<file path="src/rtl/bus_dest_regs.sv">
// Bus destination register file: r0-r15, hi, lo, pc and mdr captured from the shared bus,
// with pc auto-increment, memory-side mdr load, load acknowledge, load counter and illegal-dest flag.
module bus_dest_regs #(
    parameter int unsigned PC_STEP = 4
) (
    input  logic        clk,
    input  logic        clear,
    input  logic [31:0] busMuxOut,
    input  logic [4:0]  destSel,
    input  logic        ldEn,
    input  logic        pcInc,
    input  logic        mdrRead,
    input  logic [31:0] memDataIn,
    output logic [31:0] r0,
    output logic [31:0] r1,
    output logic [31:0] r2,
    output logic [31:0] r3,
    output logic [31:0] r4,
    output logic [31:0] r5,
    output logic [31:0] r6,
    output logic [31:0] r7,
    output logic [31:0] r8,
    output logic [31:0] r9,
    output logic [31:0] r10,
    output logic [31:0] r11,
    output logic [31:0] r12,
    output logic [31:0] r13,
    output logic [31:0] r14,
    output logic [31:0] r15,
    output logic [31:0] hi,
    output logic [31:0] lo,
    output logic [31:0] pc,
    output logic [31:0] mdr,
    output logic        ldDone,
    output logic        illegalDest,
    output logic [15:0] loadCount
);

    localparam logic [4:0] SEL_HI  = 5'b10000;
    localparam logic [4:0] SEL_LO  = 5'b10001;
    localparam logic [4:0] SEL_PC  = 5'b10100;
    localparam logic [4:0] SEL_MDR = 5'b10101;

    typedef struct packed {
        logic [15:1][31:0] gpr;
        logic [31:0]       hi;
        logic [31:0]       lo;
        logic [31:0]       pc;
        logic [31:0]       mdr;
    } regs_t;

    regs_t       regs_q, regs_d;
    logic        ld_done_q, ld_done_d;
    logic        illegal_q, illegal_d;
    logic [15:0] load_count_q, load_count_d;

    logic dest_gpr;
    logic dest_special;
    logic dest_illegal;
    logic mdr_conflict;
    logic ld_accept;

    always_comb begin
        dest_gpr     = (destSel[4] == 1'b0) && (destSel != 5'd0);
        dest_special = (destSel == SEL_HI) || (destSel == SEL_LO) ||
                       (destSel == SEL_PC) || (destSel == SEL_MDR);
        dest_illegal = destSel[4] && !dest_special;
        // Memory read wins over a bus load into mdr; that load is not acknowledged.
        mdr_conflict = ldEn && mdrRead && (destSel == SEL_MDR);
        ld_accept    = ldEn && (dest_gpr || dest_special) && !mdr_conflict;
    end

    always_comb begin
        regs_d = regs_q;
        if (pcInc)
            regs_d.pc = regs_q.pc + 32'(PC_STEP);
        if (mdrRead)
            regs_d.mdr = memDataIn;
        if (ld_accept) begin
            for (int i = 1; i < 16; i++) begin
                if (dest_gpr && (destSel[3:0] == 4'(i)))
                    regs_d.gpr[i] = busMuxOut;
            end
            case (destSel)
                SEL_HI:  regs_d.hi  = busMuxOut;
                SEL_LO:  regs_d.lo  = busMuxOut;
                SEL_PC:  regs_d.pc  = busMuxOut;
                SEL_MDR: regs_d.mdr = busMuxOut;
                default: ;
            endcase
        end
    end

    always_comb begin
        ld_done_d    = ld_accept;
        illegal_d    = illegal_q || (ldEn && dest_illegal);
        load_count_d = load_count_q;
        if (ld_accept && (load_count_q != 16'hFFFF))
            load_count_d = load_count_q + 16'd1;
    end

    always_ff @(posedge clk or negedge clear) begin
        if (!clear) begin
            regs_q       <= '0;
            ld_done_q    <= 1'b0;
            illegal_q    <= 1'b0;
            load_count_q <= 16'd0;
        end else begin
            regs_q       <= regs_d;
            ld_done_q    <= ld_done_d;
            illegal_q    <= illegal_d;
            load_count_q <= load_count_d;
        end
    end

    assign r0          = 32'h0;
    assign r1          = regs_q.gpr[1];
    assign r2          = regs_q.gpr[2];
    assign r3          = regs_q.gpr[3];
    assign r4          = regs_q.gpr[4];
    assign r5          = regs_q.gpr[5];
    assign r6          = regs_q.gpr[6];
    assign r7          = regs_q.gpr[7];
    assign r8          = regs_q.gpr[8];
    assign r9          = regs_q.gpr[9];
    assign r10         = regs_q.gpr[10];
    assign r11         = regs_q.gpr[11];
    assign r12         = regs_q.gpr[12];
    assign r13         = regs_q.gpr[13];
    assign r14         = regs_q.gpr[14];
    assign r15         = regs_q.gpr[15];
    assign hi          = regs_q.hi;
    assign lo          = regs_q.lo;
    assign pc          = regs_q.pc;
    assign mdr         = regs_q.mdr;
    assign ldDone      = ld_done_q;
    assign illegalDest = illegal_q;
    assign loadCount   = load_count_q;

endmodule

</file>
<file path="config.mk">
export PLATFORM = sky130hd
export DESIGN_NAME = bus_dest_regs
export DESIGN_NICKNAME = d
export VERILOG_FILES = /design/src/rtl/bus_dest_regs.sv
export SDC_FILE = /design/constraint.sdc
export NUM_CORES = 1
export LEC_CHECK = 0
export ABC_AREA = 1
export CORE_AREA = 2 2 286 288
export DETAILED_ROUTE_END_ITERATION = 10
export DIE_AREA = 0 0 288 290
export SLEW_MARGIN = 20
export SYNTH_ARGS = -nofsm -noshare
export SYNTH_HDL_FRONTEND = slang
export SYNTH_SLANG_ARGS = --single-unit
</file>
<file path="constraint.sdc">
create_clock -name clk -period 2 [get_ports clk]
set_clock_uncertainty 0.15 [all_clocks]
set_input_delay 0.4 -clock clk [delete_from_list [all_inputs] [get_ports clk]]
set_output_delay 0.4 -clock clk [all_outputs]
set_load 0.02 [all_outputs]
</file>
Word level (Yosys, flattened, before mapping)
Index checks and enable logic that the tools add are counted.
Storage, ports and cells
  bits in registers: 626
  logic and storage cells: 98
Cells by class
  add/sub/neg operators: 2
  bitwise operators: 1
  muxes and demuxes: 5
  equality and inequality tests: 20
  reductions and logical operators: 48
Operator list (count)
  $mux 32: 4
  $mux 64: 1
  $reduce_and 2->1: 17
  $add 32x3->32 const B: 1
  $eq 4x4->1 const B: 8
  $logic_and 1x1->1: 23
  $eq 5x5->1 const B: 4
  $add 16x1->16 const B: 1
  $eq 4x3->1 const B: 4
  $ne 16x16->1 const B: 1
  $eq 4x2->1 const B: 2
  $logic_or 1x1->1: 5
  $reduce_bool 5->1: 1
  $eq 4x1->1 const B: 1
  $logic_not 1->1: 2
  $not 1->1: 1

Logic depth before layout (Yosys ltp)
Gate-level depths: netlist (run 1).
  depth after elaboration: 8
  mapped depth: 12
  mapped depth without buffers: 11

Least setup slack after synthesis (run 1)
Ideal clock, no wire load.
  path kind: reg-to-reg
  start: register load_count_q[0] (netlist: loadCount[0])
  end: register load_count_q[15] (netlist: loadCount[15])
  data required time: 1.727 ns
  stages on the path, launching flop included: 11
  path buffers: 2
  clock period less this slack: 2.148 ns
  setup time: 0.123 ns
  data arrival time: 1.875 ns
  path slack: -0.148 ns
  path through: dfrtp_1 > ha_1 > nand3_1 > nor2_1 > nand2_1 > nor2_1 > a21oi_1 > buf_2 > buf_2 > o21ai_0 > nand2_1
On the way
  word-level cells in the longest chain between the ends: 2
  elaborated cells on any way between the ends: 3
RTL lines
  start, declared: RTL line 55  | logic [15:0] load_count_q, load_count_d;
  start signal, assigned: RTL line 112  | load_count_q <= load_count_d;
  branches (longest 2 deep; another with $add 16x1->16)
Several ways; the timed one is not identified.
A chain may end at the register's enable or synchronous reset.

Worst setup path in the final report (run 1)
  start: register regs_q (netlist bit pc[11])
  end: output port pc[11]
RTL lines
  start, declared: RTL line 52  | regs_t regs_q, regs_d;
  start signal, assigned: RTL line 109  | regs_q <= regs_d;
  end, declared: RTL line 32  | output logic [31:0] pc,
No word-level cell between the ends.

==> impl_metrics.py, run 1 <==
metrics = {
    "timing": {
        "hold_viol": 0,
        "setup_violations": 0,
        "setup_slack_ns": 0.0489,
        "max-slew-margin-rel_pct": 66.5,
        "worst_pin_slew_ns": 0.502,
        "fin_setup_tns_ns": 0,
        "whs_ns": 0.118,
        "period_share_pct": 97.6,
        "fmax_mhz": 513,
        "period_needed_ns": 1.95,
        "slew_violations": 0,
    },
    "power": {
        "clockPowerShare_pct": 35.3,
        "power.internal_uw": 25800,
        "p_sw_uw": 12100,
        "peakVddDrop_v": 0.000618,
        "pwr-share-comb_pct": 23.0,
        "p_per_area_mw_per_mm2": 1080,
        "power_uw": 38000,
        "p_leak_uw": 0.0185,
        "swShare_pct": 32.0,
        "pwr-share-seq_pct": 41.7,
    },
    "critical_path": {
        "cp.required_ns": 1.45,
        "path_max_fanout": 4,
        "path_depth": 1,
        "critPathLaunch": "pc[11]",
        "r2r_setup_slack_ns": 0.14,
        "critical_path_arrival_ns": 1.40,
        "crit_type": "reg2out",
        "cp.buffers_inverters": 1,
        "critPathSlowestCell": "dfrtp_1",
        "critPathLaunchType": "flip-flop",
        "rr_worst_depth": 10,
        "max_stage_delay_ns": 0.42,
        "r2r_end": "loadCount[15]",
        "path_delay_family": "flip-flops",
        "path_cells": "dlygate4sd2_1",
        "end_kind": "primary output",
        "r2r_start": "loadCount[1]",
        "endpoint": "pc[11]",
    },
    "yosys": {
        "yosysTopAreaCellShare_pct": 65.2,
        "synthSimpleGateAreaFrac_pct": 14.1,
        "yosysWarnings": 0,
        "synth-compound-area-share_pct": 13.0,
        "yosys-top-cells-area": "dfrtp_1, o21ai_0, nand2_1",
        "yosysSeqAreaShare_pct": 65.2,
        "synth.cell_area_sq_mm": 0.0240,
        "synth.distinct_cells": 32,
        "synth-xor-area-share_pct": 0.947,
        "yosys.cell_count.top_type": "nand2_1",
        "synthArstFlopShare_pct": 100,
        "synth_top_family_by_area": "simple AND/OR/NAND/NOR gates",
        "synth_top_flop_cell": "dfrtp_1",
        "synth_edf_count": 0,
        "synth-seq-cells": 626,
        "synthAdderAreaFrac_pct": 0.104,
        "synth_cells": 2431,
        "synth_top_area_cell": "dfrtp_1",
        "muxShareOfSynthArea_pct": 1.54,
        "ys_top_cells_by_count": "nand2_1, dfrtp_1, o21ai_0, clkbuf_1, inv_1",
        "synth_area_per_cell_sq_um": 9.89,
    },
    "min_path": {
        "hp-class": "in2async",
    },
    "global_route": {
        "grt_pass1_vias": 19300,
        "grt.total_usage_pct": 21.2,
        "grt_max_degree": 74,
        "grt_pass1_wl_mm": 132,
        "antenna_found_initial": 7,
        "grt-ovfl-total": 0,
    },
    "clock_network": {
        "cts_tree": "yes",
        "max-clock-path-buffers": 3,
        "clock-root-buffer": "clkbuf_16",
        "clock_sinks": 626,
        "cts_made_buffers": 72,
        "clkTransAtPathRegs_ns": 0.06,
        "clock_latency_ns": 0.61,
        "h-tree-depth": 3,
    },
    "final_layout": {
        "nNetsFinal": 3278,
        "syn_to_final_growth_pct": 46.8,
        "stdcell_count": 4319,
        "layout-drive-gt1-share_pct": 11.0,
    },
    "placed_design": {
        "pre_cts_ws_ns": -0.547,
        "gp_congestion": 0.865,
        "dp_hpwl_mm": 64.0,
        "dp.cells": 4186,
        "numPortBuffers": 699,
    },
    "detailed_routing": {
        "drtAntennaViolNets": 0,
        "drc": 0,
        "first_iter_violations": 1301,
        "via_per_inst": 4.64,
        "vias": 20000,
        "dr.pass1.iters": 5,
        "routed_wl_mm": 89.7,
        "detail_route.wl_per_cell_um": 20.8,
    },
    "floorplanning": {
        "pin_count": 732,
        "die-height_um": 290,
        "num_rows": 104,
        "core-area_sq_mm": 0.0802,
        "dieArea_sq_mm": 0.0835,
        "fp.dieW_um": 288,
        "initial_core_util_pct": 30.0,
    },
    "run_status": {
        "outcome": "finished clean",
    },
    "run": {
        "drv_cap": 0,
    },
}
routing by layer:
metal  share of wire (%)  global-route usage, %
met2                  49                   35.7
met4                 4.4                   9.29
met3                 6.6                   4.28
met5               0.039                      0
met1                  40                   26.3
layout by cell type (no fill, tap or decap), drive strengths merged, types with 37 or more instances in the layout:
master,instances
inv,98
buf,155
clkbuf,107
o21ai,607
nand2,722
clkdlybuf4s50,72
dlygate4sd2,601
nor2,63
nand3,37
dfrtp,626
power groups by stage:
stage               sequential [uW]  clock, uW  combinational (uW)
floorplan                     18200          0                2030
global placement              16100          0               10000
detailed placement            16100          0               10100
CTS                           15800      13800                8840
global route                  16000      14300                9410
finish                        15800      13400                8730
metrics by stage:
stage,utilization (%),cell area (sq um)
3_3_place_gp,41.9,33600
2_1_floorplan,-,24200
4_1_cts,44.0,35300
6_report,44.0,35300
5_1_grt,44.0,35300
3_5_place_dp,41.9,33600
registers in the layout (all words and copies together) (netlist names), 16 cells and up:
signal and count:
r11 32, r10 32, r9 32, r5 32
loadCount 16, r4 32, pc 32, lo 32
mdr 32, r8 32, r12 32, hi 32
r7 32, r3 32, r2 32, r1 32
r14 32, r15 32, r6 32, r13 32
cell families after synthesis:
| family | Yosys count |
|---|---|
| adder cells (fa/ha/maj) | 2 |
| XOR/XNOR | 26 |
| multiplexers | 33 |
| AO/OA/AOI/OAI | 621 |
| AND/OR/NAND/NOR | 843 |
| flip-flops | 626 |
| buffers and inverters | 279 |
| other | 1 |
how the worst min path moves through the flow:
| stage | to | cells after the start |
|---|---|---|
| detailed placement | r14[5] | 1 |
| global placement | r14[5] | 1 |
| floorplan | hi[0] | 0 |
| finish | r14[5] | 2 |
| global route | r14[5] | 2 |
| CTS | r14[5] | 2 |
cell type report:
type | count | area (sq um)
Fill cell | 8005 | 44900
Tap cell | 1060 | 1330
Clock buffer | 102 | 2110
Sequential cell | 626 | 15700
Multi-Input combinational cell | 1557 | 7280
Timing Repair Buffer | 854 | 8250
Clock inverter | 25 | 293
Inverter | 91 | 344
Antenna cell | 4 | 10.0
repair_timing:
action                                  in CTS  in global routing
pin swaps                                    0                  1
hold buffers                                 1                  0
endpoints found under the setup margin     626                 22
gates resized for setup                    660                 20
endpoints found under the hold margin      370                  0
buffers inserted                             0                  1
No activity file was read; power rests on OpenSTA's default activity.
==> inputs of run 2 (changes only) <==
PLACE_DENSITY = 0.65   (was unset)
==> run 2 against run 1 <==
Wire length grew 1.8%. Final cell count fell by 0.12%. Power is 1.5% lower. Critical path depth is the same. Critical path type unchanged. Critical endpoint is now pc[16]. Largest cell class unchanged. Largest power group unchanged.
==> impl_metrics.py, run 2 (same netlist as run 1, synthesis figures left out) <==
metrics = {
    "critical_path": {
        "cp.buffers_inverters": 1,
        "cp.required_ns": 1.45,
        "critical_path_arrival_ns": 1.40,
        "critPathSlowestCell": "dfrtp_1",
        "path_delay_family": "flip-flops",
        "crit_type": "reg2out",
        "path_depth": 1,
        "critPathLaunchType": "flip-flop",
        "max_stage_delay_ns": 0.44,
        "rr_worst_depth": 9,
        "end_kind": "primary output",
        "path_max_fanout": 5,
        "path_cells": "clkdlybuf4s15_1",
    },
    "detailed_routing": {
        "dr.pass1.iters": 5,
        "drtAntennaViolNets": 0,
        "via_per_inst": 4.70,
        "first_iter_violations": 1440,
        "routed_wl_mm": 91.3,
        "detail_route.wl_per_cell_um": 21.2,
        "drc": 0,
        "vias": 20300,
    },
    "power": {
        "peakVddDrop_v": 0.000790,
        "clockPowerShare_pct": 34.2,
        "p_per_area_mw_per_mm2": 1060,
        "pwr-share-comb_pct": 23.6,
        "p_sw_uw": 12000,
        "pwr-share-seq_pct": 42.2,
        "p_leak_uw": 0.0185,
        "swShare_pct": 32.1,
        "power.internal_uw": 25400,
    },
    "global_route": {
        "grt_pass1_vias": 19500,
        "grt-ovfl-total": 0,
        "grt_max_degree": 110,
        "grt.total_usage_pct": 20.9,
        "grt_pass1_wl_mm": 130,
        "antenna_found_initial": 4,
    },
    "timing": {
        "whs_ns": 0.131,
        "hold_viol": 0,
        "period_needed_ns": 1.95,
        "max-slew-margin-rel_pct": 56.6,
        "setup_violations": 0,
        "period_share_pct": 97.6,
        "worst_pin_slew_ns": 0.651,
        "slew_violations": 0,
        "fin_setup_tns_ns": 0,
        "fmax_mhz": 513,
    },
    "clock_network": {
        "h-tree-depth": 3,
        "clock_sinks": 626,
        "clock_latency_ns": 0.60,
        "clock-root-buffer": "clkbuf_16",
        "clkTransAtPathRegs_ns": 0.06,
        "max-clock-path-buffers": 3,
        "cts_tree": "yes",
        "cts_made_buffers": 70,
    },
    "floorplanning": {
        "fp.dieW_um": 288,
        "dieArea_sq_mm": 0.0835,
        "initial_core_util_pct": 30.0,
        "die-height_um": 290,
        "pin_count": 732,
        "num_rows": 104,
        "core-area_sq_mm": 0.0802,
    },
    "placed_design": {
        "numPortBuffers": 699,
        "gp_congestion": 0.862,
        "dp_hpwl_mm": 63.1,
    },
    "final_layout": {
        "mostFrequentLayoutCells": "nand2_1, dfrtp_1, dlygate4sd2_1",
        "syn_to_final_growth_pct": 46.7,
        "final_common_cell": "nand2_1",
        "layout-drive-gt1-share_pct": 10.8,
        "nNetsFinal": 3281,
    },
    "run_status": {
        "outcome": "finished clean",
    },
    "run": {
        "drv_cap": 0,
    },
    "min_path": {
        "hp-class": "in2async",
    },
}
[run 2: cell types whose count changed in the layout (fill, tap and decap cells not counted), moves of 4 or more]
cell | before | now
clkbuf_1 | 10 | 14
clkbuf_8 | 20 | 11
clkdlybuf4s15_1 | 6 | 10
clkdlybuf4s15_2 | 14 | 10
inv_6 | 6 | 2
[run 2: per-stage QoR]
step	area, sq um	util [%]	power (uW)	setup WS (ns)	cells
final	35300	44.0	37400	0.0489	4314
after global routing	35300	44.0	39100	-0.00598	4312
after CTS	35000	43.7	37700	0.00226	4299
after detailed placement	33500	41.8	26200	-0.613	4180
after global placement	33500	41.8	26000	-0.585	4180
after floorplan	24200	-	20300	0.0316	2462
[run 2: layout make-up]
class / count / area (sq um)
Fill cell: 7800 / 44900
Sequential cell: 626 / 15700
Timing Repair Buffer: 859 / 8350
Multi-Input combinational cell: 1557 / 7310
Clock buffer: 96 / 1980
Tap cell: 1060 / 1330
Inverter: 91 / 342
Clock inverter: 22 / 275
Antenna cell: 3 / 7.51
[run 2: timing repair]
item,CTS,global route
resized for setup,656,38
pin swaps,0,8
setup endpoints to repair,626,337
buffers inserted,0,7
endpoints found under the hold margin,378,0
gates cloned,0,5
hold buffers,1,0
[run 2: worst paths after layout]
kind | to | slack [ns] | from
max | pc[16] | 0.05 | pc[16]
min | r12[0] | 0.13 | clear
max reg2reg | loadCount[7] | 0.14 | loadCount[1]
min reg2reg | r12[13] | 0.33 | r12[13]
max in group asynchronous | r15[30] | 0.71 | clear
min in group clk | pc[20] | 0.26 | busMuxOut[20]
[run 2: power by group through the flow]
stage / sequential, uW / clock (uW) / combinational (uW)
global placement: 16000 / 0 / 10000
global route: 16000 / 13600 / 9480
detailed placement: 16000 / 0 / 10100
finish: 15800 / 12800 / 8830
floorplan: 18200 / 0 / 2030
CTS: 15800 / 13100 / 8850
[run 2: per-layer routing]
metal | routed length, um | share of wire, % | global-route usage, %
met5 | 0 | 0 | 0
met4 | 4020 | 4.4 | 8.81
met3 | 5720 | 6.3 | 4.12
met2 | 44700 | 49 | 35.5
met1 | 36900 | 40 | 25.7
